## config.mk

```make
export PLATFORM = sky130hd
export DESIGN_NAME = hbridge_reversal_guard
export DESIGN_NICKNAME = d
export VERILOG_FILES = /design/src/rtl/hbridge_reversal_guard_pkg.sv /design/src/rtl/hbridge_interval_timer.sv /design/src/rtl/hbridge_reversal_guard.sv
export SDC_FILE = /design/constraint.sdc
export NUM_CORES = 1
export LEC_CHECK = 0
export BUFFER_PORTS_ARGS = -buffer_cell sky130_fd_sc_hd__buf_2
export CORE_MARGIN = 2
export CORE_UTILIZATION = 56
export DETAILED_ROUTE_END_ITERATION = 10
export GPL_TIMING_DRIVEN = 0
export PLACE_DENSITY = 0.75
export SETUP_SLACK_MARGIN = 0.02
export SLEW_MARGIN = 5
export SYNTH_ARGS = -nofsm -noshare
export SYNTH_HDL_FRONTEND = slang
export SYNTH_SLANG_ARGS = --single-unit
export TNS_END_PERCENT = 10
```

## constraint.sdc

```tcl
create_clock -name clk -period 3.5 [get_ports clk]
set_input_delay 0.525 -clock clk [delete_from_list [all_inputs] [get_ports clk]]
set_output_delay 0.525 -clock clk [all_outputs]
set_load 0.03 [all_outputs]
```

## src/rtl/hbridge_reversal_guard_pkg.sv

```systemverilog
// ============================================================================
// hbridge_reversal_guard_pkg : state/direction encodings and helpers
// Rev 1.0
// ============================================================================
`default_nettype none

package hbridge_reversal_guard_pkg;

   typedef enum logic [1:0] {
      ST_RUN   = 2'd0,
      ST_COAST = 2'd1,
      ST_BRAKE = 2'd2
   } state_e;

   localparam logic [1:0] DIR_COAST = 2'b00;
   localparam logic [1:0] DIR_REV   = 2'b01;
   localparam logic [1:0] DIR_FWD   = 2'b10;
   localparam logic [1:0] DIR_BRAKE = 2'b11;

   function automatic logic is_opposite(input logic [1:0] a, input logic [1:0] b);
      return ((a == DIR_REV) && (b == DIR_FWD)) || ((a == DIR_FWD) && (b == DIR_REV));
   endfunction

   // Codes that never drive current through the motor in a new direction
   function automatic logic is_passive(input logic [1:0] d);
      return (d == DIR_COAST) || (d == DIR_BRAKE);
   endfunction

endpackage

`default_nettype wire

```

## src/rtl/hbridge_interval_timer.sv

```systemverilog
// ============================================================================
// hbridge_interval_timer : loadable down-counter that parks at zero
// Rev 1.0
// ============================================================================
`default_nettype none

module hbridge_interval_timer #(
   parameter int WIDTH = 8
) (
   input  logic             clk,
   input  logic             rst,
   input  logic             load_i,
   input  logic [WIDTH-1:0] load_val_i,
   output logic [WIDTH-1:0] value_o,
   output logic             zero_o
);

   logic [WIDTH-1:0] count_q;

   always_ff @(posedge clk) begin
      if (rst) begin
         count_q <= '0;
      end else if (load_i) begin
         count_q <= load_val_i;
      end else if (count_q != '0) begin
         count_q <= count_q - WIDTH'(1);
      end
   end

   assign value_o = count_q;
   assign zero_o  = (count_q == '0);

endmodule

`default_nettype wire

```

## src/rtl/hbridge_reversal_guard.sv

```systemverilog
// ============================================================================
// hbridge_reversal_guard : blocks direct H-bridge reversals by inserting
// coast dead-time and a timed brake; counts completed reversals.
// Rev 1.0
// ============================================================================
`default_nettype none

module hbridge_reversal_guard
   import hbridge_reversal_guard_pkg::*;
#(
   parameter int DEAD_CYC  = 5_000_000,
   parameter int BRAKE_CYC = 20_000_000,
   parameter int CNT_W     = 8
) (
   input  logic             clk,
   input  logic             rst,
   input  logic             pwm_in,
   input  logic [1:0]       dir_req,
   output logic             pwm_out,
   output logic [1:0]       in1_in2_out,
   output logic             busy,
   output logic [CNT_W-1:0] rev_count
);

   localparam int MAX_CYC = (DEAD_CYC > BRAKE_CYC) ? DEAD_CYC : BRAKE_CYC;
   localparam int TW      = (MAX_CYC > 1) ? $clog2(MAX_CYC) : 1;
   localparam logic [TW-1:0] DEAD_VAL  = TW'(DEAD_CYC - 1);
   localparam logic [TW-1:0] BRAKE_VAL = TW'(BRAKE_CYC - 1);

   state_e           state_q,   state_d;
   logic [1:0]       applied_q, applied_d;
   logic [1:0]       target_q,  target_d;
   logic [CNT_W-1:0] cnt_q,     cnt_d;
   logic             pwm_q,     pwm_d;
   logic [1:0]       dir_out_q, dir_out_d;
   logic             busy_q,    busy_d;

   logic             w_tmr_load;
   logic [TW-1:0]    w_tmr_val;
   logic             w_tmr_zero;
   // Remaining count is a debug tap; only expiry steers the FSM
   logic [TW-1:0]    w_tmr_value_unused;

   hbridge_interval_timer #(
      .WIDTH (TW)
   ) u_timer (
      .clk        (clk),
      .rst        (rst),
      .load_i     (w_tmr_load),
      .load_val_i (w_tmr_val),
      .value_o    (w_tmr_value_unused),
      .zero_o     (w_tmr_zero)
   );

   always_ff @(posedge clk) begin
      if (rst) begin
         state_q   <= ST_RUN;
         applied_q <= DIR_COAST;
         target_q  <= DIR_COAST;
         cnt_q     <= '0;
         pwm_q     <= 1'b0;
         dir_out_q <= DIR_COAST;
         busy_q    <= 1'b0;
      end else begin
         state_q   <= state_d;
         applied_q <= applied_d;
         target_q  <= target_d;
         cnt_q     <= cnt_d;
         pwm_q     <= pwm_d;
         dir_out_q <= dir_out_d;
         busy_q    <= busy_d;
      end
   end

   always_comb begin
      state_d    = state_q;
      applied_d  = applied_q;
      target_d   = target_q;
      cnt_d      = cnt_q;
      w_tmr_load = 1'b0;
      w_tmr_val  = DEAD_VAL;
      case (state_q)
         ST_RUN: begin
            if (dir_req != applied_q) begin
               if (is_opposite(applied_q, dir_req)) begin
                  state_d    = ST_COAST;
                  target_d   = dir_req;
                  w_tmr_load = 1'b1;
                  w_tmr_val  = DEAD_VAL;
               end else begin
                  applied_d = dir_req;
               end
            end
         end
         ST_COAST: begin
            target_d = dir_req;
            if (dir_req == applied_q) begin
               state_d = ST_RUN;
            end else if (is_passive(dir_req)) begin
               applied_d = dir_req;
               state_d   = ST_RUN;
            end else if (w_tmr_zero) begin
               state_d    = ST_BRAKE;
               w_tmr_load = 1'b1;
               w_tmr_val  = BRAKE_VAL;
            end
         end
         ST_BRAKE: begin
            // applied_q still holds the pre-reversal code until brake ends
            target_d = dir_req;
            if (w_tmr_zero) begin
               state_d   = ST_RUN;
               applied_d = target_q;
               if (is_opposite(applied_q, target_q) && (cnt_q != '1)) begin
                  cnt_d = cnt_q + CNT_W'(1);
               end
            end
         end
         default: begin
            state_d = ST_RUN;
         end
      endcase
   end

   always_comb begin
      pwm_d     = 1'b0;
      dir_out_d = applied_d;
      busy_d    = 1'b0;
      case (state_d)
         ST_RUN: begin
            pwm_d = pwm_in;
         end
         ST_COAST: begin
            dir_out_d = applied_q;
            busy_d    = 1'b1;
         end
         ST_BRAKE: begin
            pwm_d     = 1'b1;
            dir_out_d = DIR_BRAKE;
            busy_d    = 1'b1;
         end
         default: begin
            pwm_d = 1'b0;
         end
      endcase
   end

   assign pwm_out     = pwm_q;
   assign in1_in2_out = dir_out_q;
   assign busy        = busy_q;
   assign rev_count   = cnt_q;

endmodule

`default_nettype wire

```

==> run_results.csv, run 1 <==
group,metric,value,unit
layout,drive_above_1_share,14.5,%
global_routing,grtUsageTotal,22.8,%
worst_setup_path,r2r_start,"u_timer.value_o[0]$_SDFFE_PP0P_",
power_and_ir_drop,p_int,1.31,mW
synthesis,ys_warn_count,0,
synthesis,avgSynthCellArea,8.70,um^2
synthesis,synth_flop_cell,"dfxtp_1",
worst_setup_path,crit_arrival,3.00,ns
worst_setup_path,slowest_stage,"dfxtp_1",
worst_setup_path,cp_max_fo,9,
worst_setup_path,r2r-end,"in1_in2_out[1]$_SDFF_PP0_",
synthesis,postSynth.asyncResetShare,0,%
layout,register_area,861,um^2
placed_design,port_buffers,16,
worst_hold_path,min_to,"u_timer.value_o[24]$_SDFFE_PP0P_",
global_routing,grt_pass1_wl,8000,um
flow_run,cap_viol_max_count,0,
sta,tns,0,ns
worst_hold_path,holdPathStages,2,
detailed_routing,drt_iter0_markers,133,
worst_setup_path,end_kind,"flop",
worst_setup_path,cpPeakStageDelay,0.36,ns
die,initial_core_util,57.8,%
detailed_routing,vias_per_cell,5.83,
clocking,cts_resized,0,
power_and_ir_drop,clockPowerShare,18.3,%
global_routing,top_usage_layer,"met2",
placed_design,gp_congestion,0.829,
power_and_ir_drop,sw_frac_of_total,41.1,%
synthesis,synth_cells,266,
worst_setup_path,crit_path_frequent_cell,"ha_1",
clocking,htree_levels,2,
sta,layout_min_cycle_time,2.79,ns
sta,tightest_slew,0.735,ns
sta,min_period_over_period,79.6,%
global_routing,antenna_found_initial,0,
clocking,cts-root-buf,"clkbuf_8",
worst_setup_path,start_kind,"flop",
synthesis,synthDistinctLibCells,54,
layout,multi_input_area,1360,um^2
global_routing,use_met1,32.3,%
power_and_ir_drop,seqPwrFrac,34.1,%
sta,slew_viol_final,0,
power_and_ir_drop,p_per_area,865,nW/um^2
synthesis,synth_nets,278,
die,die_area,4660,um^2
placed_design,hpwl,3360,um
worst_setup_path,cp_top_family,"simple AND/OR/NAND/NOR gates",
detailed_routing,wirelength,4740,um
sta,grt_setup_unrepaired,"no",
clocking,cts_made_buffers,5,
global_routing,grt_overflow_total,0,
detailed_routing,antenna_left,0,
synthesis,synth_edf_count,0,
layout,fillerInstances,352,
clocking,cts.path.max_buffers,2,
sta,hold_violations,0,
detailed_routing,via_count,1982,
worst_setup_path,required,3.71,ns
layout,nNetsFinal,301,
power_and_ir_drop,combPwrFrac,47.6,%
layout,n_antenna_cell,0,
worst_hold_path,hold_class,"reg -> reg",
global_routing,grt_pass1_vias,1698,
power_and_ir_drop,peakVddDrop,0.693,mV
power_and_ir_drop,p_switching,914,uW
sta,setup-violations-final,0,
outcome,status,"finished, final reports clean",
detailed_routing,route.detailed.drc,0,
worst_setup_path,r2r_slack,0.71,ns
clocking,clk_pin_slew,0.08,ns
global_routing,use_met3,4.93,%
global_routing,met2_usage,35.0,%
clocking,ctsHoldBuffers,0,
global_routing,grt_max_degree,14,
sta,fin_worst_skew,0.00422,ns
placed_design,placed_area,2460,um^2
worst_setup_path,crit_type,"reg -> reg",
die,io_pins,17,
worst_setup_path,worstPathCellList,"inv_1 > ha_1 > nor3b_1 > and4_4 > and2_1 > clkbuf_1 > o21a_1 > ha_1 > nand2b_1 > a21oi_1 > a211oi_1",
detailed_routing,dr.pass1.iters,4,
synthesis,synth-seq-area-share,37.2,%
power_and_ir_drop,p_leak,1.03,nW
die,rows,23,
die,die_x,68.3,um
worst_hold_path,min-delay-start,"u_timer.value_o[24]$_SDFFE_PP0P_",
clocking,clock_latency,0.30,ns
worst_setup_path,reg2reg_depth,11,
sta,slew_headroom,51.0,%
clocking,cts.sink_count,43,
clocking,cts_setup_buffers,0,
clocking,cts_tree,"built",
die,die_h,68.3,um
detailed_routing,wire_per_inst,13.9,um
layout,syn2layout_area_growth,11.2,%
synthesis,synthesis.area,2310,um^2
die,core,4000,um^2
layout,final_area,2570,um^2
synthesis,synth-seq-cells,43,
worst_setup_path,crit_buf_inv,2,
sta,fmax,359,MHz
sequential cells by signal (all words and copies together), names as in the netlist:
register         count
busy                 1
state_q              2
u_timer.value_o     25
in1_in2_out          2
pwm_out              1
target_q             2
applied_q            2
rev_count            8
Yosys cell counts, types with 3 or more instances:
master    number  share of area, %
a31oi_1        4               1.1
nand2b_1       5               1.4
or4_1          4               1.3
a21oi_1       30               6.5
or3_1          7               1.9
o21ai_0       10               2.2
nand3_1        9               1.9
inv_1         11               1.8
ha_1           7               3.8
o31ai_1        3              0.97
mux2i_1        5               2.2
xor2_1         9               3.4
and2_1         3              0.81
nor4_2         3               1.6
nor3_1         5               1.1
nor2_1        26               4.2
nand2_1       15               2.4
nand3b_1       4               1.3
a221oi_1       3               1.1
clkbuf_1       4              0.65
buf_2          3              0.65
xnor2_1       11               4.2
a211oi_1       4               1.3
dfxtp_1       43                37
cells in the final DEF, fill, tap and decap left out, drive strengths merged, types with 2 or more instances in the layout:
cell type	synthesis	routed
nor4	5	5
nand4b	2	2
or4	6	6
and4	2	2
a211oi	4	4
nor4bb	2	2
clkbuf	4	10
inv	12	12
o31ai	3	3
nor3	6	6
a31oi	4	4
buf	5	21
a2bb2oi	2	2
xnor2	11	11
xor2	9	9
and2	3	3
nor2	26	26
mux2i	5	5
nand3b	4	4
nand2	16	16
nor3b	2	2
nand4	2	2
or3	7	7
nand2b	5	5
o21ai	12	12
ha	7	7
dfxtp	43	43
nand3	9	9
or4b	2	2
a221oi	3	3
a21oi	30	30
and3	2	2
worst register-to-register path: cells and delay by family (launching register included):
family / cells / cell delay (ns)
adders and majority gates: 2 / 0.51
and+or+nand+nor: 4 / 0.82
buffers and inverters: 2 / 0.48
AOI/OAI and AO/OA: 3 / 0.54
DFF: 1 / 0.36
through the flow:
stage	hold slack [ns]	cells	worst slack, ns	utilization, %	total power, mW
2_1_floorplan	0.432	266	1.18	-	1.62
3_3_place_gp	0.452	332	0.742	61.4	1.80
3_5_place_dp	0.464	332	0.678	61.4	1.82
4_1_cts	0.475	340	0.750	64.3	2.23
5_1_grt	0.503	340	0.454	64.3	2.41
6_report	0.473	340	0.713	64.3	2.23
area by class of cell:
| cell class | count | area share, % |
|---|---|---|
| Buffer | 9 | 1.90 |
| Clock buffer | 6 | 3.21 |
| Clock inverter | 2 | 1.36 |
| Inverter | 12 | 1.75 |
| Multi-Input combinational cell | 202 | 52.8 |
| Sequential cell | 43 | 33.4 |
| Tap cell | 50 | 2.43 |
| Timing Repair Buffer | 16 | 3.11 |
how the worst max path moves through the flow:
stage	start	cells after the start	slack, ns	endpoint
after global placement	dir_req[0]	10	0.74	in1_in2_out[1]$_SDFF_PP0_
after CTS	u_timer.value_o[0]$_SDFFE_PP0P_	11	0.75	in1_in2_out[1]$_SDFF_PP0_
final	u_timer.value_o[0]$_SDFFE_PP0P_	11	0.71	in1_in2_out[1]$_SDFF_PP0_
after detailed placement	dir_req[0]	10	0.68	in1_in2_out[0]$_SDFF_PP0_
after global routing	u_timer.value_o[0]$_SDFFE_PP0P_	12	0.45	in1_in2_out[1]$_SDFF_PP0_
after floorplan	u_timer.value_o[0]$_SDFFE_PP0P_	12	1.18	in1_in2_out[1]$_SDFF_PP0_
power by group through the flow:
stage / Combinational (mW) / Clock, mW / Sequential, mW
after floorplan: 0.863 / 0 / 0.753
after global placement: 1.04 / 0 / 0.763
after detailed placement: 1.05 / 0 / 0.766
after CTS: 1.06 / 0.411 / 0.756
after global routing: 1.19 / 0.432 / 0.781
final: 1.06 / 0.406 / 0.759
cell families (layout without fill, tap and decap cells):
family,count (synthesis),after routing,synth area share (%)
AO/OA/AOI/OAI,65,65,16.7
XOR/XNOR,20,20,7.57
AND/OR/NAND/NOR,104,104,28.0
multiplexers,6,6,2.65
adder cells (fa/ha/maj),7,7,3.79
flip-flops,43,43,37.2
buffers and inverters,21,45,4.06
metal layers:
metal	vias to the layer above	routed length [um]
li1	1010	-
met1	918	2350
met2	46	2130
met3	8	200
met4	0	59
met5	-	0
Note: power is estimated with default switching activity, not from simulation.
==> run 2: changes to the inputs <==
CORE_UTILIZATION = 54   (was 56)
PLACE_DENSITY = 0.76   (was 0.75)
clock period = 2.2 ns   (was 3.5 ns; I/O delays follow)
==> run_results.csv, run 2 (synthesis gave the netlist of run 1 again) <==
group,metric,value,unit
power_and_ir_drop,power,3.99,mW
layout,largest_reg_flops,25,
die,rows,23,
die,core,4060,um^2
layout,syn2layout_area_growth,25.0,%
detailed_routing,drt_iter0_markers,158,
global_routing,use_met1,29.8,%
die,die_area,4820,um^2
clocking,cts.path.max_buffers,2,
placed_design,place_inst,332,
global_routing,grt_max_degree,13,
detailed_routing,antenna_left,0,
sta,setup-violations-final,0,
worst_setup_path,crit_start,"u_timer.value_o[4]$_SDFFE_PP0P_",
detailed_routing,route.detailed.drc,0,
worst_setup_path,crit_buf_inv,2,
sta,timing.hold.ws,0.351,ns
global_routing,met2_usage,37.9,%
worst_setup_path,required,2.38,ns
global_routing,grt_pass1_wl,9010,um
sta,min_period_over_period,96.1,%
die,initial_core_util,57.0,%
global_routing,grt_pass1_vias,1956,
worst_setup_path,cp_top_family,"simple AND/OR/NAND/NOR gates",
sta,grt_setup_unrepaired,"yes",
global_routing,grt_overflow_total,0,
sta,layout_min_cycle_time,2.11,ns
die,die_h,69.5,um
clocking,htree_levels,2,
layout,drive_above_1_share,28.1,%
die,io_pins,17,
global_routing,top_usage_layer,"met2",
sta,fmax,473,MHz
detailed_routing,wire_per_inst,15.2,um
clocking,ctsHoldBuffers,0,
clocking,cts_made_buffers,5,
detailed_routing,dr.pass1.iters,4,
placed_design,gp_congestion,0.883,
outcome,status,"finished, final reports clean",
placed_design,port_buffers,16,
clocking,cts-root-buf,"clkbuf_8",
clocking,clk_pin_slew,0.08,ns
worst_setup_path,start_kind,"flop",
layout,stdcell_count,353,
worst_setup_path,reg2reg_depth,10,
die,die_x,69.5,um
detailed_routing,vias_per_cell,5.95,
sta,hold_violations,0,
global_routing,grtUsageTotal,23.0,%
power_and_ir_drop,p_leak,1.14,nW
worst_hold_path,min-delay-start,"pwm_in",
worst_setup_path,worstPathCellList,"nor4_4 > and4_4 > and2_4 > clkbuf_8 > o21a_4 > inv_2 > ha_4 > nand2b_4 > a21oi_2 > a211oi_2",
power_and_ir_drop,p_per_area,1380,nW/um^2
clocking,cts_tree,"built",
placed_design,hpwl,3440,um
layout,nNetsFinal,314,
layout,layout_common_cells,"dfxtp_1, nor2_1, a21oi_1",
detailed_routing,via_count,2101,
worst_setup_path,crit_type,"reg -> reg",
sta,slew_viol_final,0,
sta,slew_headroom,54.6,%
clocking,clock_latency,0.30,ns
worst_hold_path,holdPathStages,3,
sta,tightest_slew,0.676,ns
worst_setup_path,cp_max_fo,4,
global_routing,use_met3,4.36,%
worst_setup_path,path_depth,10,
power_and_ir_drop,peakVddDrop,0.751,mV
clocking,cts.sink_count,43,
worst_setup_path,slowest_stage,"dfxtp_1",
layout,n_antenna_cell,0,
worst_setup_path,end_kind,"flop",
global_routing,antenna_found_initial,0,
worst_setup_path,cpPeakStageDelay,0.37,ns
sta,fin_worst_skew,0.00709,ns
detailed_routing,wirelength,5370,um
layout,mostFrequentLayoutCell,"dfxtp_1",
worst_hold_path,hold_class,"in -> reg",
sta,tns,0,ns
flow_run,cap_viol_max_count,0,
worst_setup_path,crit_arrival,2.29,ns
worst_setup_path,r2r_start,"u_timer.value_o[4]$_SDFFE_PP0P_",
## run 2: cell count changes in the layout (fill, tap and decap cells not counted), sizes merged
cell / change
clkbuf: +1
buf: +13
bufinv: -1
## run 2: per-stage QoR
stage               worst slack (ns)  area, um^2  utilization [%]
floorplan                     0.0225        2320                -
global placement              -0.338        2470             60.8
detailed placement            -0.371        2470             60.8
CTS                          0.00695        2760             68.1
global route                 0.00256        2890             71.3
finish                        0.0852        2890             71.3
## run 2: what timing repair did
action                     CTS  global route
buffers inserted             8             5
pin swaps                    4             9
resized for setup           27            22
setup endpoints to repair   23            21
## run 2: metal layers
metal	part of all wire (%)	up-vias
met5	0	-
met4	2.0	0
met3	3.4	10
met2	48	50
met1	47	1000
li1	-	1041
## run 2: area by class of cell
cell class,instances,area (um^2)
clock buffers,7,76.3
plain buffers,9,72.6
flip-flops and latches,43,871
repair buffers,29,181
clock inverters,1,5.00
multi-input cells,202,1580
well taps,50,62.6
fillers,306,1160
inverters,12,47.5
## run 2: path summary, 6_finish.rpt
check / endpoint / slack, ns
setup / recovery: in1_in2_out[1]$_SDFF_PP0_ / 0.09
setup reg to reg: in1_in2_out[1]$_SDFF_PP0_ / 0.09
hold / removal: pwm_out$_SDFF_PP0_ / 0.35
hold reg to reg: rev_count[6]$_SDFFE_PP0P_ / 0.50
## run 2: worst register-to-register path, stage by stage (launching register included)
cell	delay (ns)
dfxtp_1	0.37
nor4_4	0.36
and4_4	0.32
and2_4	0.15
clkbuf_8	0.12
o21a_4	0.15
inv_2	0.05
ha_4	0.15
nand2b_4	0.14
a21oi_2	0.12
a211oi_2	0.05
## run 2: power by group
part	internal [mW]	switching (mW)
Clock	0.223	0.268
Combinational	1.07	1.16
Sequential	0.992	0.285
